## src/rtl/fetch_unit.sv

```systemverilog
// fetch_unit: program counter with sequential/relative/LUT-jump next-PC selection,
// Start/Done program handshake and a saturating RUN-cycle counter.
module fetch_unit #(
    parameter int PC_W  = 10,
    parameter int OFF_W = 6,
    parameter int LUT_N = 32,
    parameter int LUT_W = $clog2(LUT_N),
    parameter int CNT_W = 16
) (
    input  logic             Clk,
    input  logic             Reset,
    input  logic             Start,
    input  logic             Stall,
    input  logic             BranchEn,
    input  logic             Jump,
    input  logic             Ack,
    input  logic             Taken,
    input  logic [OFF_W-1:0] RelOffset,
    input  logic [LUT_W-1:0] LutIdx,
    input  logic             LutWrEn,
    input  logic [LUT_W-1:0] LutWrIdx,
    input  logic [PC_W-1:0]  LutWrData,
    output logic [PC_W-1:0]  ProgCtr,
    output logic             Running,
    output logic             Done,
    output logic [CNT_W-1:0] CycleCount
);
    typedef enum logic [1:0] {IDLE, RUN, DONE} state_t;
    state_t state;
    logic [PC_W-1:0] lut [LUT_N];
    logic [PC_W-1:0] rel_pc;
    logic [PC_W-1:0] next_pc;
    logic [CNT_W-1:0] next_cnt;
    always_comb begin
        rel_pc = ProgCtr + {{(PC_W-OFF_W){RelOffset[OFF_W-1]}}, RelOffset};
        next_pc = Ack ? ProgCtr : (BranchEn && Taken) ? (Jump ? lut[LutIdx] : rel_pc) : ProgCtr + PC_W'(1);
        next_cnt = &CycleCount ? CycleCount : CycleCount + CNT_W'(1);
    end
    always_ff @(posedge Clk or negedge Reset) begin
        if (!Reset) begin
            state      <= IDLE;
            ProgCtr    <= '0;
            CycleCount <= '0;
            Running    <= 1'b0;
            Done       <= 1'b0;
        end else begin
            case (state)
                IDLE, DONE: if (Start) begin
                    state      <= RUN;
                    ProgCtr    <= '0;
                    CycleCount <= '0;
                    Running    <= 1'b1;
                    Done       <= 1'b0;
                end
                RUN: if (!Stall) begin
                    ProgCtr    <= next_pc;
                    CycleCount <= next_cnt;
                    if (Ack) begin
                        state   <= DONE;
                        Running <= 1'b0;
                        Done    <= 1'b1;
                    end
                end
                default: begin
                    state   <= IDLE;
                    Running <= 1'b0;
                    Done    <= 1'b0;
                end
            endcase
        end
    end
    // Write lands at the edge, so a same-cycle jump still reads the old entry.
    always_ff @(posedge Clk or negedge Reset) begin
        if (!Reset) begin
            for (int i = 0; i < LUT_N; i++) lut[i] <= '0;
        end else if (LutWrEn) begin
            lut[LutWrIdx] <= LutWrData;
        end
    end
endmodule

```

## config.mk

```make
export PLATFORM = sky130hd
export DESIGN_NAME = fetch_unit
export DESIGN_NICKNAME = d
export VERILOG_FILES = /design/src/rtl/fetch_unit.sv
export SDC_FILE = /design/constraint.sdc
export NUM_CORES = 1
export LEC_CHECK = 0
export ABC_AREA = 1
export BUFFER_PORTS_ARGS = -buffer_cell sky130_fd_sc_hd__buf_2
export CORE_MARGIN = 1
export CORE_UTILIZATION = 45
export CTS_CLUSTER_SIZE = 20
export DETAILED_ROUTE_END_ITERATION = 7
export HOLD_SLACK_MARGIN = 0.08
export PLACE_DENSITY = 0.6
export REMOVE_ABC_BUFFERS = 1
export SYNTH_ARGS = -nofsm -noshare
export SYNTH_HDL_FRONTEND = slang
export SYNTH_SLANG_ARGS = --single-unit
```

## constraint.sdc

```tcl
create_clock -name Clk -period 2 [get_ports Clk]
set_input_delay 0.2 -clock Clk [delete_from_list [all_inputs] [get_ports Clk]]
set_output_delay 0.2 -clock Clk [all_outputs]
set_load 0.005 [all_outputs]
```

==> run_results.csv <==
group,metric,value,unit
logic_synthesis,synth_area_leader_cell,"dfrtp_1",
route,post_drt_wl_per_cell,17.36,µm
global_routing,grt.busiest_layer,"met2",
die,die_area,38750,µm²
die,rows,71,
clocking,cts_buffer_depth,3,
logic_synthesis,synthCells,2225,
route,routed_wl,48560,µm
clocking,clock-sinks,349,
sta,clock_skew,19.29,ps
worst_setup_path,startpoint_type,"flip-flop",
clocking,cts_tree,"built",
cells_and_area,syn_to_final_growth,14.67,%
sta,worst_pin_slew,669.5,ps
global_routing,use_met3,4.090,%
placed_design,dp_hpwl,29830,µm
cells_and_area,fin_area,19590,µm²
route,ant_nets,0,
job,drv_cap,0,
global_routing,grt_use_total,25.86,%
worst_setup_path,reg2reg_depth,12,
worst_hold_path,worstHoldPathType,"primary input to flip-flop",
global_routing,grt_pass1_vias,14256,
logic_synthesis,synth-seq-cells,349,
route,route.detailed.drc,0,
sta,slew_headroom,55.26,%
global_routing,antenna_found_initial,3,
clocking,postCtsSetupBuffers,0,
global_routing,grt_pass1_wl,78470,µm
logic_synthesis,synth.distinct_cells,35,
placed_design,port_buffers,62,
clocking,path_clk_slew,60,ps
sta,holdWs,92.84,ps
route,dr.pass1.iters,5,
cells_and_area,final_common_cell,"nand2_1",
worst_setup_path,path_max_fanout,4,
sta,setup_viol,0,
placed_design,pre_cts_slack,93.09,ps
sta,finalCritPeriodShare,93.83,%
clocking,htreeDepth,2,
route,vias,14777,
die,die_w,196.9,µm
cells_and_area,postLayoutCoreUtil,52.27,%
worst_setup_path,arrival,2320,ps
sta,timing.setup.tns,0,ps
die,start_util,45.58,%
cells_and_area,drive_gt1_share,10.20,%
logic_synthesis,ys_warn_count,0,
route,viasPerCell,5.283,
sta,hold_viol_final,0,
global_routing,overflow,0,
logic_synthesis,avgSynthCellArea,7.679,µm²
cells_and_area,n_fill_cell,3663,
die,coreArea,37490,µm²
worst_setup_path,worstPathRequired,2450,ps
clocking,insertion_delay,570,ps
global_routing,met2_usage,40.71,%
die,die_h,196.9,µm
worst_hold_path,hold_path_depth,6,
placed_design,placed_cell_area,18120,µm²
logic_synthesis,ys_seq_area_share,51.11,%
placed_design,place_congestion,0.8959,
worst_setup_path,endpoint_kind,"flip-flop",
global_routing,grt_max_degree,87,
cells_and_area,mostFrequentLayoutCells,"nand2_1 (786), dfrtp_1 (349), nand3_1 (308)",
logic_synthesis,ys_top_cells_by_area,"dfrtp_1 (51%), nand2_1 (17%), nand3_1 (9.0%)",
clocking,cts-root-buf,"clkbuf_16",
logic_synthesis,synth_area,17090,µm²
global_routing,grt_util_met1,36.18,%
clocking,numCtsBuffers,40,
sta,worst_slack,123.5,ps
sta,fin_crit,1877,ps
pwr,leakage,0.009372,µW
pwr,peakVddDrop,0.8748,mV
sta,finalMaxSlewViolations,0,
cells_and_area,nets,2300,
outcome,status,"finished, final reports clean",
sta,fmax,0.5329,GHz
pwr,power_density,1072,nW/µm²
logic_synthesis,yosysTopAreaCellShare,51.11,%
die,ios,63,
route,drt_iter0_markers,954,
worst_setup_path,criticalPathCategory,"flip-flop to flip-flop",
registers in the layout (all words and copies together) (netlist names):
signal	cells
lut	320
ProgCtr	10
state	2
CycleCount	16
Running	1
synthesized netlist by cell type:
library cell	count
nand2_1	786
dfrtp_1	349
nand3_1	308
o21ai_0	277
inv_1	103
clkbuf_1	98
nor2_1	69
a21oi_1	59
buf_2	43
o21ai_1	22
nor3_1	18
buf_4	13
xor2_1	12
ha_1	11
inv_2	8
nand4_1	7
buf_1	6
nor3_2	6
o31ai_1	5
buf_6	4
nand2_2	3
clkinv_1	2
nor4_1	2
or2_2	2
xnor2_1	2
a21boi_0	1
a21o_1	1
a31oi_1	1
fa_1	1
inv_4	1
nor3_4	1
nor4_2	1
o211ai_2	1
o21bai_1	1
or2_1	1
per-stage QoR:
stage,total power (µW),std cells
after floorplan,11790,2061
after global placement,13300,2715
after detailed placement,13430,2715
after CTS,21160,2796
after global routing,22240,2797
final,21000,2797
cells by family after synthesis:
kind of cell / after synthesis / share of synthesized area (%)
and+or+nand+nor: 1204 / 29.40
adders and majority gates: 12 / 0.9227
DFF: 349 / 51.11
buffers and inverters: 278 / 6.898
xor gates and xnor gates: 14 / 0.7176
AOI/OAI and AO/OA: 368 / 10.95
final cells by class:
cell class                 count  area (µm²)  area share, %
inverter                     114       430.4          2.197
multi-input combinational   1598        7186          36.67
sequential                   349        8733          44.57
clock inverter                13       153.9         0.7854
timing repair buffer         150        1216          6.207
antenna                        1       2.502        0.01277
clock buffer                  61        1232          6.290
tap                          511       639.4          3.263
what timing repair did:
item / 4_1_cts / 5_1_grt
resized for setup: 0 / 3
endpoints found under the setup margin: 0 / 3
hold buffers: 7 / 0
endpoints found under the hold margin: 362 / 0
worst max-delay path, cell delays in order (launching register included):
cell	delay, ps
dfrtp_1	380
ha_1	210
fa_1	440
nand4_1	120
nand3_1	110
nand2_1	100
nand2_1	50
nand2_1	50
nand3_1	60
nand2_1	70
nand2_1	60
nand2_1	70
nand2_1	50
where the power goes:
part	total [µW]	leakage, µW	switching, µW	internal, µW
registers	9190	0.00449	749	8440
logic	4160	0.00420	2530	1630
clock network	7650	0.000687	3010	4640
final timing paths:
kind / start / to / slack [ps]
max: ProgCtr[0] / ProgCtr[8] / 120
max in group asynchronous: Reset / lut[124] / 1060
min in group asynchronous: Reset / lut[276] / 130
max reg2reg: ProgCtr[0] / ProgCtr[8] / 120
min reg2reg: lut[309] / lut[309] / 480
min: RelOffset[0] / ProgCtr[0] / 90
per-layer routing:
metal | share of wire [%] | up-vias | routed length, µm
met4 | 2.7 | 4 | 1305
li1 | - | 7269 | -
met1 | 46 | 7075 | 22490
met2 | 46 | 353 | 22200
met3 | 5.2 | 76 | 2541
met5 | 0.043 | - | 21
No activity file was read; power rests on OpenSTA's default activity.
